$ cat config.mk
export PLATFORM = sky130hd
export DESIGN_NAME = cisr_result_reorder
export DESIGN_NICKNAME = d
export VERILOG_FILES = /design/src/rtl/cisr_result_reorder_pkg.sv /design/src/rtl/cisr_reorder_ram.sv /design/src/rtl/cisr_result_reorder.sv
export SDC_FILE = /design/constraint.sdc
export NUM_CORES = 1
export LEC_CHECK = 0
export ABC_CLOCK_PERIOD_IN_PS = 10500
export CAP_MARGIN = 25
export CORE_AREA = 2 2 265 267
export CTS_CLUSTER_SIZE = 24
export DETAILED_ROUTE_END_ITERATION = 6
export DIE_AREA = 0 0 267 269
export SYNTH_ARGS = -nofsm -noshare
export SYNTH_HDL_FRONTEND = slang
export SYNTH_SLANG_ARGS = --single-unit
$ cat constraint.sdc
create_clock -name clk -period 10.5 [get_ports clk]
set_clock_uncertainty 0.15 [all_clocks]
set_input_delay 1.05 -clock clk [delete_from_list [all_inputs] [get_ports clk]]
set_output_delay 1.05 -clock clk [all_outputs]
set_load 0.005 [all_outputs]
$ cat src/rtl/cisr_result_reorder_pkg.sv
// Shared sizing defaults for the CISR result reorder buffer.
// These values must match the ones used by the upstream accumulator.
package cisr_result_reorder_pkg;

    localparam int unsigned DEF_CHANNEL_NUM      = 8;
    localparam int unsigned DEF_ROW_ID_SIZE      = 8;
    localparam int unsigned DEF_ACCUMULATOR_SIZE = 32;
    localparam int unsigned DEF_DEPTH            = 16;
    localparam int unsigned DEF_DEPTH_LOG        = 4;

endpackage

$ cat src/rtl/cisr_reorder_ram.sv
// Slot-addressed result storage for the reorder window.
// It has one synchronous write port and one asynchronous read port.
module cisr_reorder_ram #(
    parameter int unsigned depth     = 16,
    parameter int unsigned depth_log = 4,
    parameter int unsigned width     = 32
) (
    input  logic                 clk,
    input  logic                 we,
    input  logic [depth_log-1:0] waddr,
    input  logic [width-1:0]     wdata,
    input  logic [depth_log-1:0] raddr,
    output logic [width-1:0]     rdata_c
);

    logic [width-1:0] mem [depth];

    // Storage needs no reset: slot valid bits in the parent gate every read.
    always_ff @(posedge clk) begin
        if (we) begin
            mem[waddr] <= wdata;
        end
    end

    assign rdata_c = mem[raddr];

endmodule

$ cat src/rtl/cisr_result_reorder.sv
// Reorders out-of-order (row_id, sum) results from the CISR accumulator.
// Results are emitted strictly in row order on a valid/ready stream.
module cisr_result_reorder
    import cisr_result_reorder_pkg::*;
#(
    parameter int unsigned row_id_size      = DEF_ROW_ID_SIZE,
    parameter int unsigned accumulator_size = DEF_ACCUMULATOR_SIZE,
    parameter int unsigned depth            = DEF_DEPTH,
    parameter int unsigned depth_log        = DEF_DEPTH_LOG
) (
    input  logic                        clk,
    input  logic                        rst_n,
    input  logic                        start,
    input  logic [row_id_size:0]        num_rows,
    input  logic                        res_valid,
    input  logic [row_id_size-1:0]      res_row_id,
    input  logic [accumulator_size-1:0] res_data,
    output logic                        res_ready,
    output logic                        out_valid,
    output logic [row_id_size-1:0]      out_row_id,
    output logic [accumulator_size-1:0] out_data,
    input  logic                        out_ready,
    output logic                        done,
    output logic                        err_dup
);

    logic [row_id_size-1:0]      head;
    logic [row_id_size-1:0]      win_off;
    logic [row_id_size:0]        rows_left;
    logic [depth-1:0]            slot_valid;
    logic [depth-1:0]            slot_valid_nxt;
    logic                        armed;
    logic [depth_log-1:0]        wr_slot;
    logic [depth_log-1:0]        head_slot;
    logic                        res_fire;
    logic                        wr_en;
    logic                        dup_hit;
    logic                        drain;
    logic [accumulator_size-1:0] rd_data;

    // Window check is modulo 2^row_id_size so ids may wrap inside one matrix.
    assign win_off   = res_row_id - head;
    assign res_ready = rst_n & (win_off < row_id_size'(depth));

    assign wr_slot   = res_row_id[depth_log-1:0];
    assign head_slot = head[depth_log-1:0];
    assign res_fire  = res_valid & res_ready & ~start;
    assign wr_en     = res_fire & ~slot_valid[wr_slot];
    assign dup_hit   = res_fire & slot_valid[wr_slot];
    assign drain     = ~start & slot_valid[head_slot] & (rows_left != '0)
                     & (~out_valid | out_ready);

    // The window rule guarantees the drained slot and the written slot differ.
    always_comb begin
        slot_valid_nxt = slot_valid;
        if (drain) begin
            slot_valid_nxt[head_slot] = 1'b0;
        end
        if (wr_en) begin
            slot_valid_nxt[wr_slot] = 1'b1;
        end
    end

    cisr_reorder_ram #(
        .depth     (depth),
        .depth_log (depth_log),
        .width     (accumulator_size)
    ) u_ram (
        .clk     (clk),
        .we      (wr_en),
        .waddr   (wr_slot),
        .wdata   (res_data),
        .raddr   (head_slot),
        .rdata_c (rd_data)
    );

    always_ff @(posedge clk or negedge rst_n) begin
        if (!rst_n) begin
            head       <= '0;
            rows_left  <= '0;
            slot_valid <= '0;
            armed      <= 1'b0;
            out_valid  <= 1'b0;
            out_row_id <= '0;
            out_data   <= '0;
            done       <= 1'b0;
            err_dup    <= 1'b0;
        end else if (start) begin
            head       <= '0;
            rows_left  <= num_rows;
            slot_valid <= '0;
            armed      <= 1'b1;
            out_valid  <= 1'b0;
            done       <= 1'b0;
            err_dup    <= 1'b0;
        end else begin
            slot_valid <= slot_valid_nxt;
            if (dup_hit) begin
                err_dup <= 1'b1;
            end
            if (drain) begin
                out_valid  <= 1'b1;
                out_row_id <= head;
                out_data   <= rd_data;
                head       <= head + row_id_size'(1);
                rows_left  <= rows_left - (row_id_size + 1)'(1);
            end else if (out_valid && out_ready) begin
                out_valid <= 1'b0;
            end
            done <= armed & (rows_left == '0) & ~out_valid;
        end
    end

endmodule
==> run metrics <==
chip height 269 um; share of cells above drive strength 1 28.5%; Synth-to-Final Area Change 18.8%; R2R setup slack 6.08 ns; Startpoint Class input port; Final ANT Viol Nets 0; dpl cell area 25400 um^2; Worst Hold Class input port to async pin; core area 69300 um^2; hpwl dp about 28 mm; CP endpoint kind output port; status finished clean; P per Cell Area 177 nW/um^2; Seq/Total Area, Yosys 74.6%; Placer Congestion ~0.84; Most used DFF post-synth edfxtp_1; initial antenna violation count 3; WHS 0.261 ns; RSZ-0062 raised after global routing false; max incr delay on CP 0.80 ns; CP max-delay cell clkdlybuf4s50_1; detailed-route via count roughly 11000; Port Buffers 97; Final Hold Fails 0; Final setup viols 0; CTS tree built; Hold Buf Count CTS 0; WP data required around 9.3 ns; cell mode on critical path clkdlybuf4s50_1; #FFs+latches synth 589; Critical R2R Launch head[3]$_DFFE_PN0P_; synthesized netlist cell count ~1100; Site Rows 97; Tightest Pin Transition 1.03 ns; synth warn 0; Non-Filler Instances 2210; Tcrit/Tclk final 54.0%; largest net degree at the start of global routing 66; CP delay by family, top buffers and inverters; Fmax achieved 0.176 GHz; Post-Route Setup TNS 0 ns; Detailed Route WL 49.8 mm; Post-synth EDFFs between 500 and 600; critical path type input port to output port; Die W approximately 270 um; Slew Viols, Final 0; residual DRC count 0; CTS Buf Count between 60 and 70; Slew HR around 31%; Routed WL per cell 22.5 um; io pins 98; Starting Density 33.5%; Netlist cell types 54; worst reg-to-reg path cell count 10; Total Routing Usage GR 14.2%; placed cells between 2000 and 2500; Clock Tree Buf Depth 3; final instance area 27600 um^2; CTS Sinks 589; total congestion overflow 0; Worst EP arrival 4.47 ns; vias per inst 5.00; Resize count post-CTS 0; Avg Inst Size Synth 21.4 um^2; first-pass GRT wire length 75.6 mm; postcts setup bufs 0; total iterations of the first detailed-routing run 5; vias in the first global route 11800; Max Cap Viol 0; commonest cells after routing, fill and taps aside edfxtp_1 (512), mux4_2 (168), clkdlybuf4s50_1 (96); DIE AREA approximately 72000 um^2; peak supply drop 0.120 mV; crit-path cells clkdlybuf4s50_1, ha_1, nand3_1, nor4bb_1, or3_1, a222oi_1, nand2_2, inv_1, clkdlybuf4s50_1; CTS clk-pin slew, worst paths 0.06 ns; fin crit period 5.67 ns; crit path buf inv count 3; syn nets 1150; crit path max fanout 19; most common cell after layout, fill and taps aside edfxtp_1; Leakage between 8 and 9 nW; post-synthesis cell area 23200 um^2; CTS H-tree lvls 2; clk root buf clkbuf_16; FF-to-FF End u_ram.mem[14][7]$_DFFE_PP_; DRT iter0 DRCs 960; Final Util 39.8%; nets ~1300; ys async rst share 13.1%; clk_lat worst skew 0.64 ns
cell families after synthesis:
family,synth area share (%)
flops,74.6
fa+ha+maj,0.593
mux,18.4
xor+xnor,0.529
compound gates,1.64
buf+inv,1.33
simple gates,2.87
through the flow:
step           power (W)  worst slack, ns
4_1_cts          0.00495             4.86
2_1_floorplan    0.00263             3.75
6_report         0.00489             4.83
3_3_place_gp     0.00270             5.00
5_1_grt          0.00505             4.60
3_5_place_dp     0.00270             4.88
cell usage after synthesis, drive strengths merged, types with 2 or more instances:
cell type / count / share of area [%]
nand2b: 8 / 0.22
dfrtp: 77 / 8.3
buf: 24 / 0.50
nand3: 18 / 0.39
nor3: 6 / 0.13
nand2: 33 / 0.54
o21ai: 16 / 0.35
o311ai: 5 / 0.19
nor2b: 5 / 0.13
ha: 11 / 0.59
or3: 5 / 0.13
clkbuf: 32 / 0.52
xor2: 3 / 0.11
or2: 4 / 0.11
a31oi: 2 / 0.054
nand4: 3 / 0.081
and2: 2 / 0.054
o41ai: 4 / 0.15
o31ai: 9 / 0.29
nor2: 21 / 0.34
xnor2: 11 / 0.42
mux4: 168 / 16
mux2: 43 / 2.1
a21oi: 6 / 0.15
nor4: 14 / 0.38
edfxtp: 512 / 66
inv: 19 / 0.31
or4: 2 / 0.065
and3: 2 / 0.054
a22oi: 2 / 0.065
how the worst max path moves through the flow:
stage | startpoint | end | slack, ns | depth (start not counted)
after global placement | res_row_id[3] | res_ready | 5.00 | 9
after CTS | res_row_id[3] | res_ready | 4.86 | 9
final | res_row_id[3] | res_ready | 4.83 | 9
after floorplan | head[1]$_DFFE_PN0P_ | u_ram.mem[10][0]$_DFFE_PP_ | 3.75 | 12
after global routing | res_row_id[1] | res_ready | 4.60 | 8
after detailed placement | res_row_id[3] | res_ready | 4.88 | 9
per-layer routing:
metal | global-route usage [%] | vias up | share of wire [%]
li1 | - | 4784 | -
met1 | 19.5 | 5890 | 44
met2 | 23.3 | 309 | 49
met3 | 2.47 | 73 | 5.1
met4 | 3.87 | 2 | 1.9
met5 | 0 | - | 0.022
cell type report:
| class | instances | area, um^2 |
|---|---|---|
| diodes | 1 | 2.50 |
| clock buffers | 86 | 1700 |
| clock inverters | 28 | 419 |
| fillers | 6144 | 41700 |
| inverters | 19 | 71.3 |
| multi-input cells | 421 | 5700 |
| flip-flops and latches | 589 | 17300 |
| well taps | 940 | 1180 |
| repair buffers | 126 | 1190 |
sequential cells by signal, indices dropped and copies added, names as in the netlist:
signal,flops
armed,1
done,1
err_dup,1
head,8
out_data,32
out_row_id,8
out_valid,1
rows_left,9
slot_valid,16
u_ram.mem,512
power by group:
group	internal (W)	switching [W]	total, W	leakage (nW)
clock network	0.00133	0.000905	0.00224	1.02
registers	0.00255	0.00000408	0.00256	5.65
logic	0.0000351	0.0000598	0.0000950	2.06
total	0.00392	0.000969	0.00489	8.73
Note: power is estimated with default switching activity, not from simulation.
